===== config.mk =====
export PLATFORM = sky130hd
export DESIGN_NAME = condicionador_entrada
export DESIGN_NICKNAME = d
export VERILOG_FILES = /design/src/rtl/condicionador_entrada.sv
export SDC_FILE = /design/constraint.sdc
export NUM_CORES = 1
export LEC_CHECK = 0
export CAP_MARGIN = 20
export CORE_AREA = 2 2 39 41
export DETAILED_ROUTE_END_ITERATION = 10
export DIE_AREA = 0 0 41 43
export GPL_TIMING_DRIVEN = 0
export PLACE_DENSITY = 0.36
export SYNTH_ARGS = -nofsm -noshare
export SYNTH_HDL_FRONTEND = slang
export SYNTH_SLANG_ARGS = --single-unit

===== constraint.sdc =====
create_clock -name clk -period 1.4 [get_ports clk]
set_clock_uncertainty 0.05 [all_clocks]
set_input_delay 0.21 -clock clk [delete_from_list [all_inputs] [get_ports clk]]
set_output_delay 0.21 -clock clk [all_outputs]
set_load 0.05 [all_outputs]

===== src/rtl/condicionador_entrada.sv =====
// Button input conditioner: two-flop synchroniser, confirmation-state debouncer,
// and a one-cycle pulse per confirmed press for the downstream counting FSM.
module condicionador_entrada #(
    parameter int unsigned DEBOUNCE_CYCLES = 4,
    parameter bit          POLARIDADE      = 1'b0,
    parameter int unsigned CNT_W           = $clog2(DEBOUNCE_CYCLES + 1)
) (
    input  logic clk,
    input  logic rst,
    input  logic botao,
    output logic nivel_estavel,
    output logic entrada_pulso,
    output logic pressionado_raw
);

    typedef enum logic [1:0] {
        StBaixo         = 2'b00,
        StConfirmaAlto  = 2'b01,
        StAlto          = 2'b10,
        StConfirmaBaixo = 2'b11
    } estado_t;

    localparam logic [CNT_W-1:0] CntMax = CNT_W'(DEBOUNCE_CYCLES - 1);
    localparam logic [CNT_W-1:0] CntUm  = CNT_W'(1);

    logic [1:0]       sinc_q;
    estado_t          estado_q, estado_d;
    logic [CNT_W-1:0] cnt_q, cnt_d;
    logic             nivel_q, nivel_d;
    logic             pulso_q, pulso_d;
    logic             botao_s;

    assign botao_s = sinc_q[1];

    always_ff @(posedge clk) begin
        if (rst) begin
            sinc_q   <= 2'b00;
            estado_q <= StBaixo;
            cnt_q    <= '0;
            nivel_q  <= 1'b0;
            pulso_q  <= 1'b0;
        end else begin
            // Polarity fixed before the first flop; nothing between the two flops.
            sinc_q   <= {sinc_q[0], botao ^ POLARIDADE};
            estado_q <= estado_d;
            cnt_q    <= cnt_d;
            nivel_q  <= nivel_d;
            pulso_q  <= pulso_d;
        end
    end

    always_comb begin
        estado_d = estado_q;
        cnt_d    = cnt_q;
        unique case (estado_q)
            StBaixo: begin
                if (botao_s) begin
                    estado_d = StConfirmaAlto;
                    cnt_d    = CntUm;
                end else begin
                    cnt_d = '0;
                end
            end
            StConfirmaAlto: begin
                if (!botao_s) begin
                    estado_d = StBaixo;
                    cnt_d    = '0;
                end else if (cnt_q == CntMax) begin
                    estado_d = StAlto;
                    cnt_d    = '0;
                end else begin
                    cnt_d = cnt_q + CntUm;
                end
            end
            StAlto: begin
                if (!botao_s) begin
                    estado_d = StConfirmaBaixo;
                    cnt_d    = CntUm;
                end else begin
                    cnt_d = '0;
                end
            end
            StConfirmaBaixo: begin
                if (botao_s) begin
                    estado_d = StAlto;
                    cnt_d    = '0;
                end else if (cnt_q == CntMax) begin
                    estado_d = StBaixo;
                    cnt_d    = '0;
                end else begin
                    cnt_d = cnt_q + CntUm;
                end
            end
            default: begin
                estado_d = StBaixo;
                cnt_d    = '0;
            end
        endcase
    end

    // Outputs are registered from the next state so they line up with the state change.
    always_comb begin
        nivel_d = (estado_d == StAlto) || (estado_d == StConfirmaBaixo);
        pulso_d = (estado_q == StConfirmaAlto) && (estado_d == StAlto);
    end

    assign nivel_estavel   = nivel_q;
    assign entrada_pulso   = pulso_q;
    assign pressionado_raw = sinc_q[1];

endmodule

Word-level counts from Yosys, hierarchy flattened

Index checks and enable logic that the tools add are counted.

Output and inout bits: 3
Register bits after elaboration: 9
Bits of input ports: 3
Word-level logic and storage cells: 28

Add/subtract/negate cells: 1
Eq/ne operators: 6
Multiplexer cells: 13
Reduce and logical (&&, ||, !) cells: 3

Operator list:

| operator                                                              | number |
|---|---|
| 2-bit two-way mux                                                     | 6 |
| 3-bit one-hot mux with 4 select lines                                 | 1 |
| 3-bit two-way mux                                                     | 3 |
| 2-bit equality test, second input constant                            | 4 |
| 2-bit one-hot mux with 4 select lines                                 | 1 |
| 3-bit by 1-bit adder with 3-bit output, second input constant         | 1 |
| 3-bit by 2-bit equality test with 1-bit output, second input constant | 1 |
| 2-bit by 1-bit equality test with 1-bit output, second input constant | 1 |
| 2-bit zero test                                                       | 1 |
| 1-bit two-way mux                                                     | 2 |
| 1-bit logical AND                                                     | 1 |
| 1-bit logical OR                                                      | 1 |

Logic depth before layout (Yosys ltp)

Gate-level depths: netlist of run 1.

Depth in word-level cells: 6
Mapped depth: 3
Depth with buffers taken out: 3

Worst setup path after synthesis of run 1

No wires, ideal clock.

Kind: register -> register
Start: register estado_q[1]
End: register cnt_q[0]
Data arrival time: 1.074 ns
Data required time: 1.247 ns
Path buffers: 0
Stages on the path, launching flop included: 3
Path slack: 0.173 ns
Library setup time: 0.103 ns
Clock period less this slack: 1.227 ns
Cell sequence: dfxtp_1 -> xnor2_1 -> a2111oi_2

Cells in the longest elaborated chain, start to end: 2
Elaborated cells on any way between the ends: 5
Those cells by class: 3 x eq/ne; 1 x mux; 1 x reduce/logical

Ends and longest elaborated chain:

| what                                        | line | text |
|---|---|---|
| start, declared                             | 27   | `estado_t estado_q, estado_d;` |
| start signal, assigned                      | 38   | `estado_q <= StBaixo;` |
| start signal, assigned                      | 45   | `estado_q <= estado_d;` |
| 2-bit equality test (tied with other cells) | 55   | `unique case (estado_q)` |
| 3-bit one-hot mux with 4 select lines (*)   | 55   |  |
| end signal, assigned                        | 46   | `cnt_q <= cnt_d;` |
| end, declared                               | 28   | `logic [CNT_W-1:0] cnt_q, cnt_d;` |

Mark *: on every way between the ends. The rest lies on a longest branch, timed or not.
A chain may end at the register's enable or synchronous reset.

Worst setup path after layout of run 1

Start: register pulso_q, in the netlist entrada_pulso
End: output entrada_pulso

RTL lines:

| what                   | line | text |
|---|---|---|
| start, declared        | 30   | `logic pulso_q, pulso_d;` |
| start signal, assigned | 48   | `pulso_q <= pulso_d;` |
| end, declared          | 12   | `output logic entrada_pulso,` |

No word-level cell between the ends.

==> impl_results.md, run 1 <==
* Total negative setup slack at 0 ps
* Number of design-rule violations left by the first detailed-router iteration at 4
* Number of nets in the layout at 37
* Clock edge transition at the registers on the reported setup and hold paths at 50 ps
* Post-synthesis net count at 27
* Largest cells by area after synthesis: sky130_fd_sc_hd__dfxtp_1, sky130_fd_sc_hd__nor3_1, sky130_fd_sc_hd__a2111oi_2
* Number of antenna violations at the first check in global routing at 0
* Final setup vio count at 0
* Remaining antenna violation count after routing at 0
* Crit path time final at 1320 ps
* Critical path required time at between 1000 and 1500 ps
* Slowest CP cell: sky130_fd_sc_hd__dlygate4sd2_1
* Number of register bits inferred by synthesis at 8
* Crit path max-delay family: buffers and inverters
* Die Area at 1760 µm²
* Transition time of the tightest slew-check pin at 485 ps
* Depth of the CTS H-tree at 1
* Width of the die at 41 µm
* Critical Path Source Type: flip-flop
* Leading area contributor after synthesis: sky130_fd_sc_hd__dfxtp_1
* Starting Density at approximately 20%
* Gr ovfl total at 0
* Area growth from synthesis to layout at 33.2%
* Vertical die dimension at between 40 and 50 µm
* Final wirelength at about 480 µm
* Unrepaired setup endpoints after global routing: false
* Cell row count at 14
* Count of non-filler cells in the finished layout at 47
* FMAX at 756 MHz
* Hold violation count in the final report at 0
* Clock latency reported for the late side of the worst-skew pair at 250 ps
* Worst Path Class, Setup: flip-flop to primary output
* Routability congestion estimate from global placement at 0.683
* Filler Cell Count at 147
* Ratio of cells with drive above 1 in the final layout at 25.8%
* Drt wl/cell at 10.3 µm
* Wire length of the first global-routing pass at 807 µm
* Total of hold buffers inserted after clock tree synthesis at 0
* Synth warn at 0
* Area share of the leading cell type in the synthesized netlist at 56.6%
* Final core utilization at a little over a quarter
* Pin count of the biggest net entering global routing at 10
* Vias in the first global route at 193
* Antenna fix cells at 0
* Cell area after layout at 377 µm²
* Via Count at 197
* Port bufs at 5
* Final critical-path share of the clock period at 94.5%
* Dpl ws at -72.9 ps
* Library cells used by synthesis at 12
* CTS root buffer: sky130_fd_sc_hd__clkbuf_4
* Crit path cell chain: dlygate4sd2_1
* Total count of max-transition violations in the final report at 0
* Clock buffers created by TritonCTS at 3
* Outcome: finished, final reports clean
* CP Capture Type: primary output
* Residual DRC at 0
* Worst max-slew margin expressed relative to the limit at 67.8%
* Total area of multi-input combinational cells at ~120 µm²
* Total placed cells including tap cells at 44
* Peak fanout along the critical path at 1
* Total GRT Usage at 7.86%
* Length of the first detailed-routing pass in iterations at 4
* Post-Synthesis Mean Instance Area at 12.3 µm²
* CP Buf/Inv Count at 1
* Sequential area share after synthesis at 56.6%
* Max-cap check violation count at 0
* # clock sinks at 8
* Via count normalized by instance count at 4.19
* Total power draw at 429 µW
* Clock tree from TritonCTS: yes
* Core region area at 1380 µm²
* Leakage at 0.134 nW
* Boundary pin count at 6
* Summed instance area of the synthesized netlist at 283 µm²
* DPL Wire Length at 356 µm
* Number of cells produced by synthesis at 23
* IR Drop Worst-Case VDD at 353 µV
* Pwr dens at 1140 nW/µm²
* Post-route worst setup slack at around 77 ps
* Crit path DAT at 1060 ps
* Hold crit path type: flip-flop to flip-flop
* CP peak stage delay at 520 ps
* Sequential cell area at 160 µm²
* Maximum clock path buffer count at 2
* Instance area after placement at 353 µm²
* Worst Hold Slack at 382 ps
synthesized netlist by cell type, drive strengths merged:
master   instances
ha               1
nor2b            2
and3b            1
xnor2            1
and4bb           1
nor3             3
nand2            1
nand2b           2
nand3b           1
dfxtp            8
mux2i            1
a2111oi          1
path summary, 6_finish.rpt:
path	from	endpoint	slack, ps	cells after the start
setup / recovery	entrada_pulso	entrada_pulso	80	1
hold / removal	sinc_q[0]	sinc_q[1]	380	1
hold reg to reg	sinc_q[0]	sinc_q[1]	380	1
setup reg to reg	cnt_q[0]	cnt_q[0]	260	3
final cells by class:
class,instances,share of cell area (%)
timing repair buffer,5,13.6
multi-input combinational,15,32.6
tap,16,5.32
clock buffer,3,5.98
sequential,8,42.5
power by group:
| part | internal (mW) | leakage (nW) | switching, mW | total (mW) |
|---|---|---|---|---|
| registers | 0.232 | 0.0650 | 0.00295 | 0.235 |
| logic | 0.0107 | 0.0556 | 0.0110 | 0.0217 |
| clock network | 0.0978 | 0.0138 | 0.0742 | 0.172 |
flip-flops by register name, indices dropped and copies added (netlist names):
signal / cells
estado_q: 2
sinc_q: 2
entrada_pulso: 1
cnt_q: 3
cell usage in the layout, fill, tap and decap left out, drive strengths merged:
cell and instances:
and4bb 1, nor2b 2, a2111oi 1, ha 1, nand2 1, nor3 3, nand3b 1, xnor2 1
dfxtp 8, clkdlybuf4s50 2, clkdlybuf4s15 2, mux2i 1, and3b 1, clkbuf 3, nand2b 2, dlygate4sd2 1
metal layers:
| metal | track usage (%) | wire (µm) | up-vias |
|---|---|---|---|
| li1 | - | - | 98 |
| met1 | 8.14 | 194 | 93 |
| met2 | 9.06 | 250 | 6 |
| met3 | 4.71 | 39 | 0 |
| met4 | 10.0 | 0 | 0 |
| met5 | 0 | 0 | - |
cell families after synthesis:
group                    after synthesis  synth area share [%]
multiplexers                           1                  3.54
adder cells (fa/ha/maj)                1                  4.42
flip-flops                             8                  56.6
AND/OR/NAND/NOR                       11                  27.0
AO/OA/AOI/OAI                          1                  5.31
XOR/XNOR                               1                  3.10
timing repair:
item | CTS | global route
buffers inserted | 0 | 0
resized for setup | 7 | 0
endpoints found under the setup margin | 3 | 0
hold endpoints to repair | 0 | 0
(Power assumes the default switching activity.)
==> run 2, diff against run 1 <==
Settings changed: CTS_CLUSTER_DIAMETER set to 200, SLEW_MARGIN set to 20.
==> results of run 2 <==
The final DEF is identical to that of run 1; final timing and power are the same.
==> patch (flow settings as in run 2) <==
Reset style: asynchronous (`rst`), changed in one clocked block.
--- a/src/rtl/condicionador_entrada.sv
+++ b/src/rtl/condicionador_entrada.sv
@@ -34,3 +34,3 @@
 
-    always_ff @(posedge clk) begin
+    always_ff @(posedge clk or posedge rst) begin
         if (rst) begin
Behaviour: differs if rst is asserted again (counterexample within 4 cycles, from zero or initial values and one cycle with rst high); with rst held inactive, the same outputs for 10 cycles.
==> patch against run 2 <==
Worst setup slack lost 0.0054 ns. Global-route usage is 0.15 points lower. Core utilization is 1.4 points higher. Wire length is 12% lower. Design area grew 5.3%. Sequential cell count did not move. Cell count decreased by 6.4%. Via count down 12%. Register-to-register slack got worse by 0.12 ns. Count of clock-buffer cells in the layout unchanged. Die area is the same. Area after synthesis rose by 7.1%. Critical path type unchanged. Largest cell class unchanged.
Power is not compared: it rests on default switching activity, and its combinational part moved more than twofold at a synthesized area within 25%.
==> patch: results (changes against run 2) <==
{
  "timing": {
    "slew_headroom": {"value": 0.679, "change": "about the same"},
    "fin_hold_ws": {"value": 0.168, "unit": "ns", "change": "-0.214 ns"}
  },
  "hold_path": {
    "worst_hold_path_type": "input pin to async pin"
  },
  "global_route": {
    "grt_usage": {"value": 0.0771, "change": "-0.00155"},
    "global_route_met2_usage": {"value": 0.0844, "change": "-0.00625"},
    "global_route.usage.met1": {"value": 0.0930, "change": "+0.0116"},
    "grt.met3_usage": {"value": 0.0314, "change": "-0.0157"}
  },
  "layout": {
    "multi_input_area": {"value": 98.8, "unit": "um^2", "change": "-19%"},
    "clock_tree_area_fraction": {"value": 0.0568, "change": "-0.00302"},
    "n_multi_input_combinational_cell": {"value": 11, "change": "-4"},
    "layout-drive-gt1-share": {"value": 0.321, "change": "+0.0634"},
    "ff_latch_area": {"value": 200, "unit": "um^2", "change": "+25%"},
    "flip_flop_and_latch_share_of_the_layout_cell_area": {"value": 0.505, "change": "+0.0795"},
    "nets": {"value": 34, "change": "-8.1%"}
  },
  "drt": {
    "met3WireLength": {"value": 17, "unit": "um", "change": "-56%"},
    "wl_per_cell": {"value": 9.70, "unit": "um", "change": "-5.8%"},
    "wl_met1": {"value": 207, "unit": "um", "change": "+6.7%"},
    "routed-wl-met2": {"value": 202, "unit": "um", "change": "-19%"},
    "dr.pass1.iters": {"value": 2, "change": "-2"},
    "via_density_per_instance": {"value": 3.95, "change": "-5.7%"}
  },
  "yosys": {
    "synthMuxAreaShare": {"value": 0.0496, "change": "+0.0142"},
    "ys_async_sr_fraction": {"value": 1.00, "change": "+1.00"},
    "mappedNetlistNets": {"value": 24, "change": "-11%"},
    "number_of_synthesis_warnings": {"value": 0, "change": "unchanged"},
    "parity_gate_share_of_the_synthesized_area_counting_xor_and_xnor_cells": {"value": 0.0289, "change": "-0.00205"},
    "synth-compound-area-share": {"value": 0.0165, "change": "-0.0366"},
    "synthTopCellsByArea": "sky130_fd_sc_hd__dfrtp_1 66%, sky130_fd_sc_hd__mux2_4 5.0%, sky130_fd_sc_hd__nor2b_4 4.5%, sky130_fd_sc_hd__ha_1 4.1%, sky130_fd_sc_hd__and4b_1 3.3%",
    "post_synth_fa_ha_maj_area_fraction": {"value": 0.0413, "change": "-0.00293"},
    "sequential_element_share_of_the_synthesized_area": {"value": 0.661, "change": "+0.0948"}
  },
  "setup_path": {
    "critical_path.reg2reg.endpoint": "estado_q[1]",
    "worstSetupStartpoint": "entrada_pulso",
    "reg2reg_slack": {"value": 0.14, "unit": "ns", "change": "-0.12 ns"},
    "worstReg2RegStart": "cnt_q[0]"
  },
  "placement": {
    "gp_congestion": {"value": 0.604, "change": "-12%"},
    "dp.final_hpwl": {"value": 319, "unit": "um", "change": "-11%"},
    "post_dp_cell_area": {"value": 373, "unit": "um^2", "change": "+5.7%"}
  },
  "outcome": {
    "outcome": "complete, no violations"
  },
  "power": {
    "post-layout-total-power_uw": 706,
    "power.share.clock": 0.234
  }
}
==> patch: changes by cell type after synthesis, moves of 2 or more <==
cell | before | now
sky130_fd_sc_hd__nand2b_1 | 2 | 0
sky130_fd_sc_hd__nor2b_1 | 2 | 0
sky130_fd_sc_hd__dfxtp_1 | 8 | 0
sky130_fd_sc_hd__nor3_1 | 3 | 0
sky130_fd_sc_hd__dfrtp_1 | 0 | 8
==> patch: cell families after synthesis <==
logic type	Yosys count
adders and majority gates	1
AOI/OAI and AO/OA	1
xor gates and xnor gates	1
and+or+nand+nor	7
buffers and inverters	1
DFF	8
muxes	1
==> patch: stage by stage <==
stage / worst slack, ns / util / cells
floorplan: 0.188 / - / 20
global placement: -0.0749 / 0.269 / 41
detailed placement: -0.0612 / 0.269 / 41
CTS: 0.0516 / 0.287 / 44
global route: 0.0101 / 0.287 / 44
finish: 0.0715 / 0.287 / 44
